$ cat src/rtl/controlador_rpn_if.sv
// Board-side bundle of the RPN sequencing controller.
// slave  : controller side (raw buttons/selector/error in, command pulses and status out)
// master : board/stack side (drives buttons, selector and erro_ula; observes the controller)
interface controlador_rpn_if;
    logic       btn_numero;
    logic       btn_executar;
    logic       btn_limpar;
    logic [2:0] chave_operacao;
    logic       erro_ula;
    logic       entrada_numero;
    logic       executar;
    logic       limpar_pilha;
    logic [2:0] operacao_out;
    logic [1:0] n_elem;
    logic [2:0] estado;
    logic       ocupado;
    logic       rejeitado;

    modport slave (
        input  btn_numero, btn_executar, btn_limpar, chave_operacao, erro_ula,
        output entrada_numero, executar, limpar_pilha, operacao_out,
        output n_elem, estado, ocupado, rejeitado
    );

    modport master (
        output btn_numero, btn_executar, btn_limpar, chave_operacao, erro_ula,
        input  entrada_numero, executar, limpar_pilha, operacao_out,
        input  n_elem, estado, ocupado, rejeitado
    );
endinterface

$ cat src/rtl/controlador_rpn.sv
// Sequencing controller for the 2-level RPN stack/ULA datapath.
// Ports: clk, rst (async, active-low), bus (controlador_rpn_if.slave):
//   buttons/selector/erro_ula in; entrada_numero/executar/limpar_pilha pulses,
//   operacao_out, n_elem, estado, ocupado, rejeitado out (all registered).
module controlador_rpn #(
    parameter int unsigned ULA_LATENCIA = 1
) (
    input  logic              clk,
    input  logic              rst,
    controlador_rpn_if.slave  bus
);
    localparam int unsigned CNT_W = 3;
    localparam int unsigned BTN_W = 3;   // bit 0 numero, bit 1 executar, bit 2 limpar

    localparam logic [2:0] S_VAZIO     = 3'd0;
    localparam logic [2:0] S_UM        = 3'd1;
    localparam logic [2:0] S_DOIS      = 3'd2;
    localparam logic [2:0] S_ESPERA    = 3'd3;
    localparam logic [2:0] S_EXEC      = 3'd4;
    localparam logic [2:0] S_CHECA     = 3'd5;
    localparam logic [2:0] S_RESULTADO = 3'd6;
    localparam logic [2:0] S_ERRO      = 3'd7;

    logic [BTN_W-1:0] sync1_q, sync1_d, sync2_q, sync2_d, hist_q, hist_d;
    logic [BTN_W-1:0] press_q, press_d;
    logic [1:0]       fill_q, fill_d;
    logic [2:0]       state_q, state_d;
    logic [CNT_W-1:0] cnt_q, cnt_d;
    logic [2:0]       op_q, op_d;
    logic             push_q, push_d, exec_q, exec_d, clr_q, clr_d, rej_q, rej_d;
    logic [1:0]       n_elem_q, n_elem_d;
    logic             ocupado_q, ocupado_d;
    logic             p_numero, p_executar, p_limpar;

    // Synchronizer + edge detector. fill_q blocks edges until the pipeline holds
    // only post-reset samples, so a button held through reset gives no press.
    always_comb begin
        sync1_d = {bus.btn_limpar, bus.btn_executar, bus.btn_numero};
        sync2_d = sync1_q;
        hist_d  = sync2_q;
        fill_d  = (fill_q == 2'd3) ? fill_q : fill_q + 2'd1;
        press_d = (fill_q == 2'd3) ? (sync2_q & ~hist_q) : BTN_W'(0);
    end

    assign p_numero   = press_q[0];
    assign p_executar = press_q[1];
    assign p_limpar   = press_q[2];

    // Next state and registered command outputs; priority limpar > executar > numero.
    always_comb begin
        state_d = state_q;
        cnt_d   = cnt_q;
        op_d    = op_q;
        push_d  = 1'b0;
        exec_d  = 1'b0;
        clr_d   = 1'b0;
        rej_d   = 1'b0;

        if (p_limpar) begin
            clr_d   = 1'b1;
            op_d    = 3'b000;
            cnt_d   = CNT_W'(0);
            state_d = S_VAZIO;
        end else begin
            case (state_q)
                S_VAZIO, S_UM, S_RESULTADO: begin
                    if (p_executar) begin
                        rej_d = 1'b1;
                    end else if (p_numero) begin
                        push_d  = 1'b1;
                        state_d = (state_q == S_VAZIO) ? S_UM : S_DOIS;
                    end
                end
                S_DOIS: begin
                    if (p_executar) begin
                        op_d    = bus.chave_operacao;
                        cnt_d   = CNT_W'(ULA_LATENCIA);
                        state_d = S_ESPERA;
                    end else if (p_numero) begin
                        rej_d = 1'b1;
                    end
                end
                S_ESPERA: begin
                    rej_d = p_executar | p_numero;
                    if (cnt_q == CNT_W'(0)) begin
                        exec_d  = 1'b1;
                        state_d = S_EXEC;
                    end else begin
                        cnt_d = cnt_q - CNT_W'(1);
                    end
                end
                S_EXEC: begin
                    rej_d   = p_executar | p_numero;
                    state_d = S_CHECA;
                end
                S_CHECA: begin
                    rej_d   = p_executar | p_numero;
                    state_d = bus.erro_ula ? S_ERRO : S_RESULTADO;
                end
                S_ERRO: begin
                    rej_d = p_executar | p_numero;
                end
                default: state_d = S_VAZIO;
            endcase
        end

        case (state_d)
            S_VAZIO:           n_elem_d = 2'd0;
            S_UM, S_RESULTADO: n_elem_d = 2'd1;
            default:           n_elem_d = 2'd2;
        endcase
        ocupado_d = (state_d == S_ESPERA) || (state_d == S_EXEC) || (state_d == S_CHECA);
    end

    always_ff @(posedge clk or negedge rst) begin
        if (!rst) begin
            sync1_q   <= '0;
            sync2_q   <= '0;
            hist_q    <= '0;
            press_q   <= '0;
            fill_q    <= 2'd0;
            state_q   <= S_VAZIO;
            cnt_q     <= '0;
            op_q      <= 3'b000;
            push_q    <= 1'b0;
            exec_q    <= 1'b0;
            clr_q     <= 1'b0;
            rej_q     <= 1'b0;
            n_elem_q  <= 2'd0;
            ocupado_q <= 1'b0;
        end else begin
            sync1_q   <= sync1_d;
            sync2_q   <= sync2_d;
            hist_q    <= hist_d;
            press_q   <= press_d;
            fill_q    <= fill_d;
            state_q   <= state_d;
            cnt_q     <= cnt_d;
            op_q      <= op_d;
            push_q    <= push_d;
            exec_q    <= exec_d;
            clr_q     <= clr_d;
            rej_q     <= rej_d;
            n_elem_q  <= n_elem_d;
            ocupado_q <= ocupado_d;
        end
    end

    assign bus.entrada_numero = push_q;
    assign bus.executar       = exec_q;
    assign bus.limpar_pilha   = clr_q;
    assign bus.operacao_out   = op_q;
    assign bus.n_elem         = n_elem_q;
    assign bus.estado         = state_q;
    assign bus.ocupado        = ocupado_q;
    assign bus.rejeitado      = rej_q;
endmodule

$ cat src/flat_wrapper.sv
// flat-port wrapper written by rule: the top's interface ports become plain ports
module controlador_rpn_flat 
#(
    parameter int unsigned ULA_LATENCIA = 1
)
  (clk, rst, bus_btn_numero, bus_btn_executar, bus_btn_limpar, bus_chave_operacao, bus_erro_ula, bus_entrada_numero, bus_executar, bus_limpar_pilha, bus_operacao_out, bus_n_elem, bus_estado, bus_ocupado, bus_rejeitado);
  controlador_rpn_if bus_i ();
  input  logic clk;
  input  logic rst;
  input wire logic [$bits(bus_i.btn_numero)-1:0] bus_btn_numero;
  input wire logic [$bits(bus_i.btn_executar)-1:0] bus_btn_executar;
  input wire logic [$bits(bus_i.btn_limpar)-1:0] bus_btn_limpar;
  input wire logic [$bits(bus_i.chave_operacao)-1:0] bus_chave_operacao;
  input wire logic [$bits(bus_i.erro_ula)-1:0] bus_erro_ula;
  output wire logic [$bits(bus_i.entrada_numero)-1:0] bus_entrada_numero;
  output wire logic [$bits(bus_i.executar)-1:0] bus_executar;
  output wire logic [$bits(bus_i.limpar_pilha)-1:0] bus_limpar_pilha;
  output wire logic [$bits(bus_i.operacao_out)-1:0] bus_operacao_out;
  output wire logic [$bits(bus_i.n_elem)-1:0] bus_n_elem;
  output wire logic [$bits(bus_i.estado)-1:0] bus_estado;
  output wire logic [$bits(bus_i.ocupado)-1:0] bus_ocupado;
  output wire logic [$bits(bus_i.rejeitado)-1:0] bus_rejeitado;
  assign bus_i.btn_numero = bus_btn_numero;
  assign bus_i.btn_executar = bus_btn_executar;
  assign bus_i.btn_limpar = bus_btn_limpar;
  assign bus_i.chave_operacao = bus_chave_operacao;
  assign bus_i.erro_ula = bus_erro_ula;
  assign bus_entrada_numero = bus_i.entrada_numero;
  assign bus_executar = bus_i.executar;
  assign bus_limpar_pilha = bus_i.limpar_pilha;
  assign bus_operacao_out = bus_i.operacao_out;
  assign bus_n_elem = bus_i.n_elem;
  assign bus_estado = bus_i.estado;
  assign bus_ocupado = bus_i.ocupado;
  assign bus_rejeitado = bus_i.rejeitado;
  controlador_rpn #(.ULA_LATENCIA(ULA_LATENCIA)) u_core (.clk(clk), .rst(rst), .bus(bus_i));
endmodule
$ cat config.mk
export PLATFORM = sky130hd
export DESIGN_NAME = controlador_rpn_flat
export DESIGN_NICKNAME = d
export VERILOG_FILES = /design/src/rtl/controlador_rpn_if.sv /design/src/rtl/controlador_rpn.sv /design/src/flat_wrapper.sv
export SDC_FILE = /design/constraint.sdc
export NUM_CORES = 1
export LEC_CHECK = 0
export CORE_MARGIN = 3
export CORE_UTILIZATION = 50
export CTS_BUF_LIST = sky130_fd_sc_hd__clkbuf_8
export DETAILED_ROUTE_END_ITERATION = 6
export PLACE_DENSITY = 0.74
export SLEW_MARGIN = 10
export SYNTH_ARGS = -nofsm -noshare
export SYNTH_HDL_FRONTEND = slang
export SYNTH_SLANG_ARGS = --single-unit
export TNS_END_PERCENT = 50
$ cat constraint.sdc
create_clock -name clk -period 2.4 [get_ports clk]
set_input_delay 0.72 -clock clk [delete_from_list [all_inputs] [get_ports clk]]
set_output_delay 0.72 -clock clk [all_outputs]
set_load 0.01 [all_outputs]
==> impl_metrics.csv, run 1 <==
group,metric,value,unit
synthesis,synth_area_leaders,"sky130_fd_sc_hd__dfrtp_1 (58%), sky130_fd_sc_hd__mux2_4 (4.7%), sky130_fd_sc_hd__a21oi_1 (3.9%), sky130_fd_sc_hd__nor2_1 (3.5%), sky130_fd_sc_hd__ha_1 (2.9%)",
timing,fmax,445.7,MHz
synthesis,syn_inst,108,
worst_setup_path,crit_fanout,14,
synthesis,main_combinational_cell_family_by_area_after_synthesis,"simple AND/OR/NAND/NOR gates",
placement,post-place-cells,156,
worst_setup_path,dominant_delay_contributor_by_cell_family_on_the_critical_path,"buffers and inverters",
power,power.static_leakage,0.7353,nW
synthesis,synth.top_cell.area_share,0.5848,
synthesis,synth_xor_xnor_area_share,0.02047,
detailed_routing,drt-total-wl,2386,um
synthesis,synth-warning-count,0,
timing,grt_setup_unrepaired,"no",
finish,cell_area_after_layout,0.001634,mm2
outcome,outcome,"complete, no violations",
finish,finalNetCount,147,
finish,layout-drive-gt1-share,0.1544,
synthesis,synth_seq_area_share,0.5848,
finish,insertedDiodeCount,0,
worst_setup_path,start_kind,"register",
worst_setup_path,slowest_delay,630,ps
clock_tree,post_cts_sizing,0,
timing,hold_slack,345.9,ps
power,ir_worst_vdd,0.6402,mV
synthesis,synth_compound_area_frac,0.1092,
timing,finalHoldViolCount,0,
global_routing,global_route.usage.total,0.1675,
detailed_routing,detailedRoute.firstPassIterationCount,4,
die,die_x,56.67,um
detailed_routing,post_drt_via_cell_ratio,5.409,
clock_tree,tritoncts,"built",
worst_setup_path,timing.critical_path.cells,"clkdlybuf4s50_1",
worst_setup_path,end_kind,"output port",
synthesis,synthDistinctLibCells,34,
clock_tree,cts_buffers,5,
synthesis,post_synth_instance_area,0.001284,mm2
timing,fin_ws,156.5,ps
placement,place_congestion,0.8062,
worst_setup_path,required,1680,ps
finish,finish.cell_count_without_fillers,164,
timing,worst-slew-pin-transition,583.9,ps
detailed_routing,drcViolationCount,0,
clock_tree,ctsHoldBuffers,0,
detailed_routing,detail_route.wl_per_cell,14.55,um
synthesis,mux_contribution_to_synthesized_area,0.07895,
synthesis,synthesis.area_per_instance,11.89,um2
die,starting_density_of_the_core,0.5537,
placement,detailedPlace.worstSlack,462.2,ps
die,die_area,0.003211,mm2
timing,timing.clock.skew,9.887,ps
timing,timing.setup.tns,0,ps
worst_setup_path,timing.critical_path.arrival,1520,ps
clock_tree,cts_setup_buffers,0,
timing,drv_slew,0,
clock_tree,cts_num_sinks,30,
die,floorplan.io_pins,22,
global_routing,grt_first_pass_wirelength,4015,um
detailed_routing,via_count,887,
power,power.total,1.582,mW
die,placeableCoreArea,0.002318,mm2
run,drv.max_cap_violation_count,0,
clock_tree,cts_htree_levels,2,
detailed_routing,ant_nets,0,
global_routing,grt_antenna_before_repair,0,
synthesis,number_of_storage_elements_in_the_synthesis_netlist,30,
clock_tree,worst_skew_pair.late_latency,280,ps
die,row_count,17,
placement,post-dp-hpwl,1603,um
power,power_density,968.1,mW/mm2
finish,syn2layout_area_growth,27.29,%
timing,fin_crit_share,0.9348,
timing,slew-limit-headroom,0.6107,
global_routing,aggregate_global_routing_overflow,0,
worst_hold_path,holdCritPathClass,"reg -> reg",
worst_setup_path,cp_slowest_cell,"sky130_fd_sc_hd__clkdlybuf4s50_1",
worst_setup_path,crit_buf_inv,1,
clock_tree,cts_max_path_buffers,2,
timing,final-setup-viol-count,0,
placement,port_buffers,21,
global_routing,grt_pass1_vias,837,
synthesis,yosys.area_share.simple,0.1413,
worst_setup_path,path_class,"reg -> out",
finish,final_core_util,0.7048,
die,die_y,56.67,um
clock_tree,worst_setup_hold_path_clk_slew,70,ps
synthesis,synth_largest_area_cell,"sky130_fd_sc_hd__dfrtp_1",
global_routing,grt_max_degree,31,
synthesis,syn-num-nets,120,
placement,detailed_place.area,0.001524,mm2
timing,period_needed,2244,ps
synthesis,post_synthesis_adder_cell_area_fraction,0.02924,
detailed_routing,drt_iter0_markers,20,
clock_tree,cts.root.buffer_cell,"sky130_fd_sc_hd__clkbuf_8",
==> final timing paths <==
| check | start | depth (start not counted) | slack (ps) | end |
|---|---|---|---|---|
| setup / recovery | u_core.bus.estado[0] | 1 | 160 | bus_estado[0] |
| min in group asynchronous | rst | 2 | 810 | u_core.cnt_q[1] |
| max in group asynchronous | rst | 2 | 1300 | u_core.hist_d[1] |
| hold / removal | u_core.sync1_q[0] | 0 | 350 | u_core.hist_d[0] |
| hold reg to reg | u_core.sync1_q[0] | 0 | 350 | u_core.hist_d[0] |
| setup reg to reg | u_core.cnt_q[0] | 7 | 520 | u_core.cnt_q[0] |
==> layer usage <==
| metal | track usage | vias to the layer above | share of wire |
|---|---|---|---|
| li1 | - | 422 | - |
| met1 | 0.2111 | 433 | 0.45 |
| met2 | 0.2541 | 26 | 0.48 |
| met3 | 0.05517 | 6 | 0.060 |
| met4 | 0.08814 | 0 | 0.014 |
| met5 | 0 | - | 0 |
==> layout by cell type, fill, tap and decap left out, types with 4 or more instances in the layout <==
| master | count |
|---|---|
| sky130_fd_sc_hd__dfrtp_1 | 30 |
| sky130_fd_sc_hd__clkbuf_8 | 8 |
| sky130_fd_sc_hd__nand2_1 | 6 |
| sky130_fd_sc_hd__a21oi_1 | 10 |
| sky130_fd_sc_hd__nor2_1 | 12 |
| sky130_fd_sc_hd__mux2_4 | 4 |
| sky130_fd_sc_hd__clkdlybuf4s50_1 | 21 |
==> synth_stat cells (all sizes together) <==
cell type,count
dfrtp,30
nor2,12
a21oi,10
nand2,6
inv,5
mux2,5
a211oi,3
buf,3
ha,3
mux2i,3
nand2b,3
nor3,3
a22oi,2
and2b,2
and3b,2
nand3,2
nor2b,2
xnor2,2
a21o,1
a221oi,1
a311o,1
a31oi,1
clkbuf,1
nand3b,1
o21ai,1
or2,1
or3,1
xor2,1
==> state kept, by name (all words and copies together), names as in the netlist <==
signal	cells
u_core.bus.ocupado	1
u_core.bus.estado	3
u_core.bus.operacao_out	3
u_core.fill_q	2
u_core.hist_q	3
u_core.bus.limpar_pilha	1
u_core.hist_d	3
u_core.press_q	3
u_core.bus.entrada_numero	1
u_core.cnt_q	3
u_core.sync1_q	3
u_core.bus.executar	1
u_core.bus.n_elem	2
u_core.bus.rejeitado	1
==> area by class of cell <==
class	count	area, um2
well taps	28	35.03
clock buffers	8	110.1
fillers	182	684.4
flip-flops and latches	30	750.7
multi-input cells	69	486.7
inverters	5	18.77
repair buffers	24	232.7
==> logic make-up after synthesis <==
group           Yosys count
buf+inv                   9
compound gates           20
mux                       8
simple gates             35
fa+ha+maj                 3
xor+xnor                  3
flops                    30
==> report_power, final <==
| part | switching (mW) | internal (mW) | total [mW] | leakage, nW |
|---|---|---|---|---|
| clock network | 0.186 | 0.289 | 0.475 | 0.0575 |
| registers | 0.0611 | 0.572 | 0.633 | 0.373 |
| logic | 0.231 | 0.243 | 0.474 | 0.305 |
| total | 0.478 | 1.10 | 1.58 | 0.735 |
No activity file was read; power rests on OpenSTA's default activity.
==> run 2: changes to the inputs <==
==> constraint.sdc (replaced) <==
create_clock -name clk -period 2.4 [get_ports clk]
set_input_delay 0.72 -clock clk [delete_from_list [all_inputs] [get_ports clk]]
set_output_delay 0.72 -clock clk [all_outputs]
set_load 0.005 [all_outputs]
==> impl_metrics.csv, run 2 (synthesis results as in run 1) <==
group,metric,value,unit
finish,insertedDiodeCount,0,
die,starting_density_of_the_core,0.5537,
die,die_x,56.67,um
timing,fin_crit_share,0.9224,
finish,top_library_cells_by_usage_in_the_layout_fill_and_taps_aside,"sky130_fd_sc_hd__dfrtp_1 (30), sky130_fd_sc_hd__clkdlybuf4s50_1 (21), sky130_fd_sc_hd__nor2_1 (12)",
finish,finish.cell_count_without_fillers,163,
timing,worst-slew-pin-transition,551.9,ps
power,ir_worst_vdd,0.6658,mV
timing,finalHoldViolCount,0,
global_routing,grt_max_degree,31,
finish,layout_commonest_cell,"sky130_fd_sc_hd__dfrtp_1",
finish,syn2layout_area_growth,24.85,%
clock_tree,worst_skew_pair.late_latency,270,ps
worst_hold_path,holdCritPathClass,"reg -> reg",
placement,post-place-cells,156,
timing,fmax,451.7,MHz
placement,detailed_place.area,0.001524,mm2
detailed_routing,post_drt_via_cell_ratio,5.405,
clock_tree,post_cts_sizing,0,
timing,slew-limit-headroom,0.6321,
timing,period_needed,2214,ps
die,die_area,0.003211,mm2
outcome,outcome,"complete, no violations",
worst_setup_path,cp_slowest_cell,"sky130_fd_sc_hd__dfrtp_1",
timing,timing.setup.tns,0,ps
worst_setup_path,dominant_delay_contributor_by_cell_family_on_the_critical_path,"flip-flops",
worst_setup_path,crit_buf_inv,1,
detailed_routing,drt-total-wl,2247,um
die,placeableCoreArea,0.002318,mm2
finish,final_core_util,0.6913,
placement,port_buffers,21,
global_routing,global_route.usage.total,0.1636,
worst_setup_path,slowest_delay,620,ps
detailed_routing,drt_iter0_markers,12,
placement,place_congestion,0.8071,
detailed_routing,via_count,881,
power,power_density,902.3,mW/mm2
detailed_routing,detailedRoute.firstPassIterationCount,4,
die,row_count,17,
detailed_routing,drcViolationCount,0,
detailed_routing,ant_nets,0,
clock_tree,cts_num_sinks,30,
clock_tree,cts_max_path_buffers,2,
worst_setup_path,start_kind,"register",
global_routing,grt_pass1_vias,890,
worst_setup_path,path_class,"reg -> out",
clock_tree,cts_htree_levels,2,
worst_setup_path,timing.critical_path.arrival,1490,ps
worst_setup_path,crit_fanout,14,
detailed_routing,detail_route.wl_per_cell,13.79,um
worst_setup_path,required,1680,ps
timing,final-setup-viol-count,0,
clock_tree,worst_setup_hold_path_clk_slew,60,ps
timing,grt_setup_unrepaired,"no",
placement,post-dp-hpwl,1621,um
clock_tree,cts_setup_buffers,0,
global_routing,grt_antenna_before_repair,0,
worst_setup_path,timing.critical_path.cells,"clkdlybuf4s50_1",
worst_setup_path,end_kind,"output port",
global_routing,aggregate_global_routing_overflow,0,
clock_tree,tritoncts,"built",
timing,timing.clock.skew,3.508,ps
run,drv.max_cap_violation_count,0,
finish,cell_area_after_layout,0.001603,mm2
die,floorplan.io_pins,22,
finish,finalNetCount,147,
clock_tree,cts_buffers,5,
clock_tree,ctsHoldBuffers,0,
finish,layout-drive-gt1-share,0.1481,
clock_tree,cts.root.buffer_cell,"sky130_fd_sc_hd__clkbuf_8",
timing,drv_slew,0,
die,die_y,56.67,um
power,power.static_leakage,0.7215,nW
global_routing,grt_first_pass_wirelength,3988,um
## run 2: cell types whose count changed in the layout (fill, tap and decap cells not counted)
cell | before | now
sky130_fd_sc_hd__clkbuf_8 | 8 | 5
sky130_fd_sc_hd__clkinv_2 | 0 | 2
## run 2: cell type report
cell class / instances / area (um2)
Multi-Input combinational cell: 69 / 486.7
Inverter: 5 / 18.77
Timing Repair Buffer: 24 / 232.7
Tap cell: 28 / 35.03
Fill cell: 179 / 715.7
Clock inverter: 2 / 10.01
Sequential cell: 30 / 750.7
Clock buffer: 5 / 68.82
## run 2: per-stage QoR
step	power [mW]	setup slack [ps]	hold WS, ps
after CTS	1.466	183.6	360.0
after global routing	1.548	100.5	369.5
after detailed placement	1.093	483.5	346.5
after global placement	1.076	519.0	336.6
after floorplan	0.9219	671.6	331.2
final	1.446	186.2	353.7
## run 2: final timing paths
check	startpoint	endpoint	slack, ps	cells after the start
min in group asynchronous	rst	u_core.cnt_q[2]	820	2
max in group asynchronous	rst	u_core.bus.operacao_out[1]	1310	2
worst max register to register	u_core.cnt_q[0]	u_core.cnt_q[0]	550	7
worst max-delay path	u_core.bus.estado[0]	bus_estado[0]	190	1
worst min-delay path	u_core.sync1_q[0]	u_core.hist_d[0]	350	0
worst min register to register	u_core.sync1_q[0]	u_core.hist_d[0]	350	0
## run 2: power by group
part           total [mW]  switching [mW]  leakage, nW  internal, mW
combinational       0.448           0.208        0.305         0.240
clock               0.363           0.170       0.0438         0.194
sequential          0.635          0.0622        0.373         0.573
## run 2: metal layers
| metal | global-route usage | wire, um | up-vias |
|---|---|---|---|
| li1 | - | - | 423 |
| met1 | 0.2003 | 956 | 428 |
| met2 | 0.2541 | 1120 | 24 |
| met3 | 0.05517 | 121 | 6 |
| met4 | 0.08475 | 48 | 0 |
| met5 | 0 | 0 | - |
==> run 3: changes to the inputs <==
--- a/config.mk
+++ b/config.mk
@@ -5,11 +5,12 @@
 export SDC_FILE = /design/constraint.sdc
 export NUM_CORES = 1
 export LEC_CHECK = 0
+export CAP_MARGIN = 0
 export CORE_MARGIN = 3
 export CORE_UTILIZATION = 50
 export CTS_BUF_LIST = sky130_fd_sc_hd__clkbuf_8
 export DETAILED_ROUTE_END_ITERATION = 6
-export PLACE_DENSITY = 0.74
+export PLACE_DENSITY_LB_ADDON = 0.2
 export SLEW_MARGIN = 10
 export SYNTH_ARGS = -nofsm -noshare
 export SYNTH_HDL_FRONTEND = slang
==> impl_metrics.csv, run 3 (synthesis results as in run 1) <==
group,metric,value,unit
outcome,outcome,"complete, no violations",
timing,grt_setup_unrepaired,"no",
power,power.static_leakage,0.7228,nW
clock_tree,cts_buffers,5,
worst_hold_path,timing.hold.worst.start,"u_core.sync1_q[1]",
finish,cell_area_after_layout,0.001619,mm2
placement,detailed_place.area,0.001509,mm2
power,sequentialPowerShare,0.426,
worst_setup_path,regToRegEndpoint,"u_core.cnt_q[1]",
global_routing,grt_pass1_vias,872,
finish,finalNetCount,145,
finish,layout-drive-gt1-share,0.1343,
clock_tree,cts.root.buffer_cell,"sky130_fd_sc_hd__clkbuf_8",
timing,fmax,449.4,MHz
placement,post-dp-hpwl,1587,um
worst_setup_path,regToRegStartpoint,"u_core.cnt_q[0]",
timing,period_needed,2225,ps
detailed_routing,post_drt_via_cell_ratio,5.414,
finish,syn2layout_area_growth,26.12,%
global_routing,global_route.usage.total,0.1700,
clock_tree,cts_max_path_buffers,2,
finish,final_core_util,0.6983,
die,row_count,17,
power,power_frac_comb,0.259,
worst_hold_path,min_delay_path_depth,0,
worst_hold_path,holdCritPathClass,"reg -> reg",
global_routing,grt_first_pass_wirelength,4050,um
die,die_x,56.67,um
timing,final-setup-viol-count,0,
clock_tree,post_cts_sizing,0,
placement,place_congestion,0.7924,
clock_tree,ctsHoldBuffers,0,
worst_setup_path,cp_slowest_cell,"sky130_fd_sc_hd__dfrtp_1",
global_routing,aggregate_global_routing_overflow,0,
power,internal-power,1.106,mW
die,die_area,0.003211,mm2
timing,timing.setup.tns,0,ps
detailed_routing,via_count,877,
worst_setup_path,slowest_delay,620,ps
clock_tree,cts_setup_buffers,0,
worst_setup_path,path_class,"reg -> out",
worst_setup_path,required,1680,ps
power,p_sw_frac,0.2912,
placement,port_buffers,21,
power,sw_pwr,454.2,uW
run,drv.max_cap_violation_count,0,
worst_setup_path,r2r_cells,7,
power,power_density,963.5,mW/mm2
detailed_routing,ant_nets,0,
worst_setup_path,end_kind,"output port",
die,floorplan.io_pins,22,
timing,finalHoldViolCount,0,
clock_tree,cts_num_sinks,30,
die,starting_density_of_the_core,0.5537,
worst_hold_path,min_delay_worst_endpoint,"u_core.hist_d[1]",
detailed_routing,detail_route.wl_per_cell,14.14,um
finish,top_library_cells_by_usage_in_the_layout_fill_and_taps_aside,"sky130_fd_sc_hd__dfrtp_1 (30), sky130_fd_sc_hd__clkdlybuf4s50_1 (21), sky130_fd_sc_hd__nor2_1 (12)",
finish,multi_input_area,486.7,um2
clock_tree,worst_setup_hold_path_clk_slew,60,ps
worst_setup_path,timing.critical_path.arrival,1510,ps
timing,worst-slew-pin-transition,552.4,ps
worst_setup_path,crit_fanout,14,
power,power.total,1.560,mW
clock_tree,cts_htree_levels,2,
die,placeableCoreArea,0.002318,mm2
finish,nFillCells,171,
clock_tree,worst_skew_pair.late_latency,280,ps
worst_setup_path,start_kind,"register",
global_routing,grt_antenna_before_repair,0,
worst_setup_path,regToRegSetupSlack,480,ps
finish,insertedDiodeCount,0,
detailed_routing,drt_iter0_markers,22,
timing,drv_slew,0,
power,power_frac_clock,0.315,
timing,fin_crit_share,0.9272,
worst_setup_path,timing.critical_path.cells,"clkdlybuf4s50_1",
timing,slew-limit-headroom,0.6317,
detailed_routing,drt-total-wl,2291,um
worst_setup_path,dominant_delay_contributor_by_cell_family_on_the_critical_path,"flip-flops",
detailed_routing,detailedRoute.firstPassIterationCount,4,
worst_setup_path,crit_buf_inv,1,
global_routing,grt_max_degree,31,
timing,timing.clock.skew,5.770,ps
detailed_routing,drcViolationCount,0,
finish,layout_commonest_cell,"sky130_fd_sc_hd__dfrtp_1",
finish,area.sequential,750.7,um2
power,ir_worst_vdd,0.7664,mV
clock_tree,tritoncts,"built",
die,die_y,56.67,um
[run 3: cell types whose count changed in the layout (fill, tap and decap cells not counted)]
cell / delta
sky130_fd_sc_hd__clkinvlp_4: +1
sky130_fd_sc_hd__inv_1: +1
sky130_fd_sc_hd__bufinv_16: +1
sky130_fd_sc_hd__clkinv_2: -2
sky130_fd_sc_hd__buf_4: -2
[run 3: through the flow]
stage	hold WS, ps	cells	setup slack, ps
final	355.2	162	174.6
after global routing	361.9	162	98.85
after CTS	358.1	162	179.6
after detailed placement	336.3	154	483.3
after global placement	334.9	154	498.4
after floorplan	331.2	108	671.6
[run 3: cell type report]
cell class,count,area share
clock buffer,5,0.04250
clock inverter,3,0.02550
inverter,5,0.01159
multi-input combinational,69,0.3006
sequential,30,0.4637
tap,28,0.02164
timing repair buffer,22,0.1345
[run 3: worst max-delay path by stage]
stage | start | depth (start not counted) | slack [ps] | endpoint
after floorplan | u_core.cnt_q[0] | 7 | 670 | u_core.cnt_q[0]
after global placement | u_core.bus.estado[1] | 1 | 500 | bus_estado[1]
after detailed placement | u_core.bus.estado[0] | 1 | 480 | bus_estado[0]
after CTS | u_core.bus.estado[1] | 1 | 180 | bus_estado[1]
after global routing | u_core.bus.estado[0] | 1 | 100 | bus_estado[0]
final | u_core.bus.estado[0] | 1 | 170 | bus_estado[0]
[run 3: metal layers]
layer / share of wire / track usage / vias to the layer above
met5: 0 / 0 / -
li1: - / - / 417
met2: 0.52 / 0.2690 / 21
met1: 0.40 / 0.2009 / 434
met3: 0.060 / 0.06667 / 5
met4: 0.023 / 0.08136 / 0
[run 3: power by group through the flow]
stage | registers (mW) | clock network (mW) | logic (mW)
2_1_floorplan | 0.628 | 0 | 0.293
6_report | 0.665 | 0.491 | 0.404
3_5_place_dp | 0.674 | 0 | 0.404
3_3_place_gp | 0.666 | 0 | 0.392
4_1_cts | 0.662 | 0.502 | 0.408
5_1_grt | 0.679 | 0.530 | 0.452
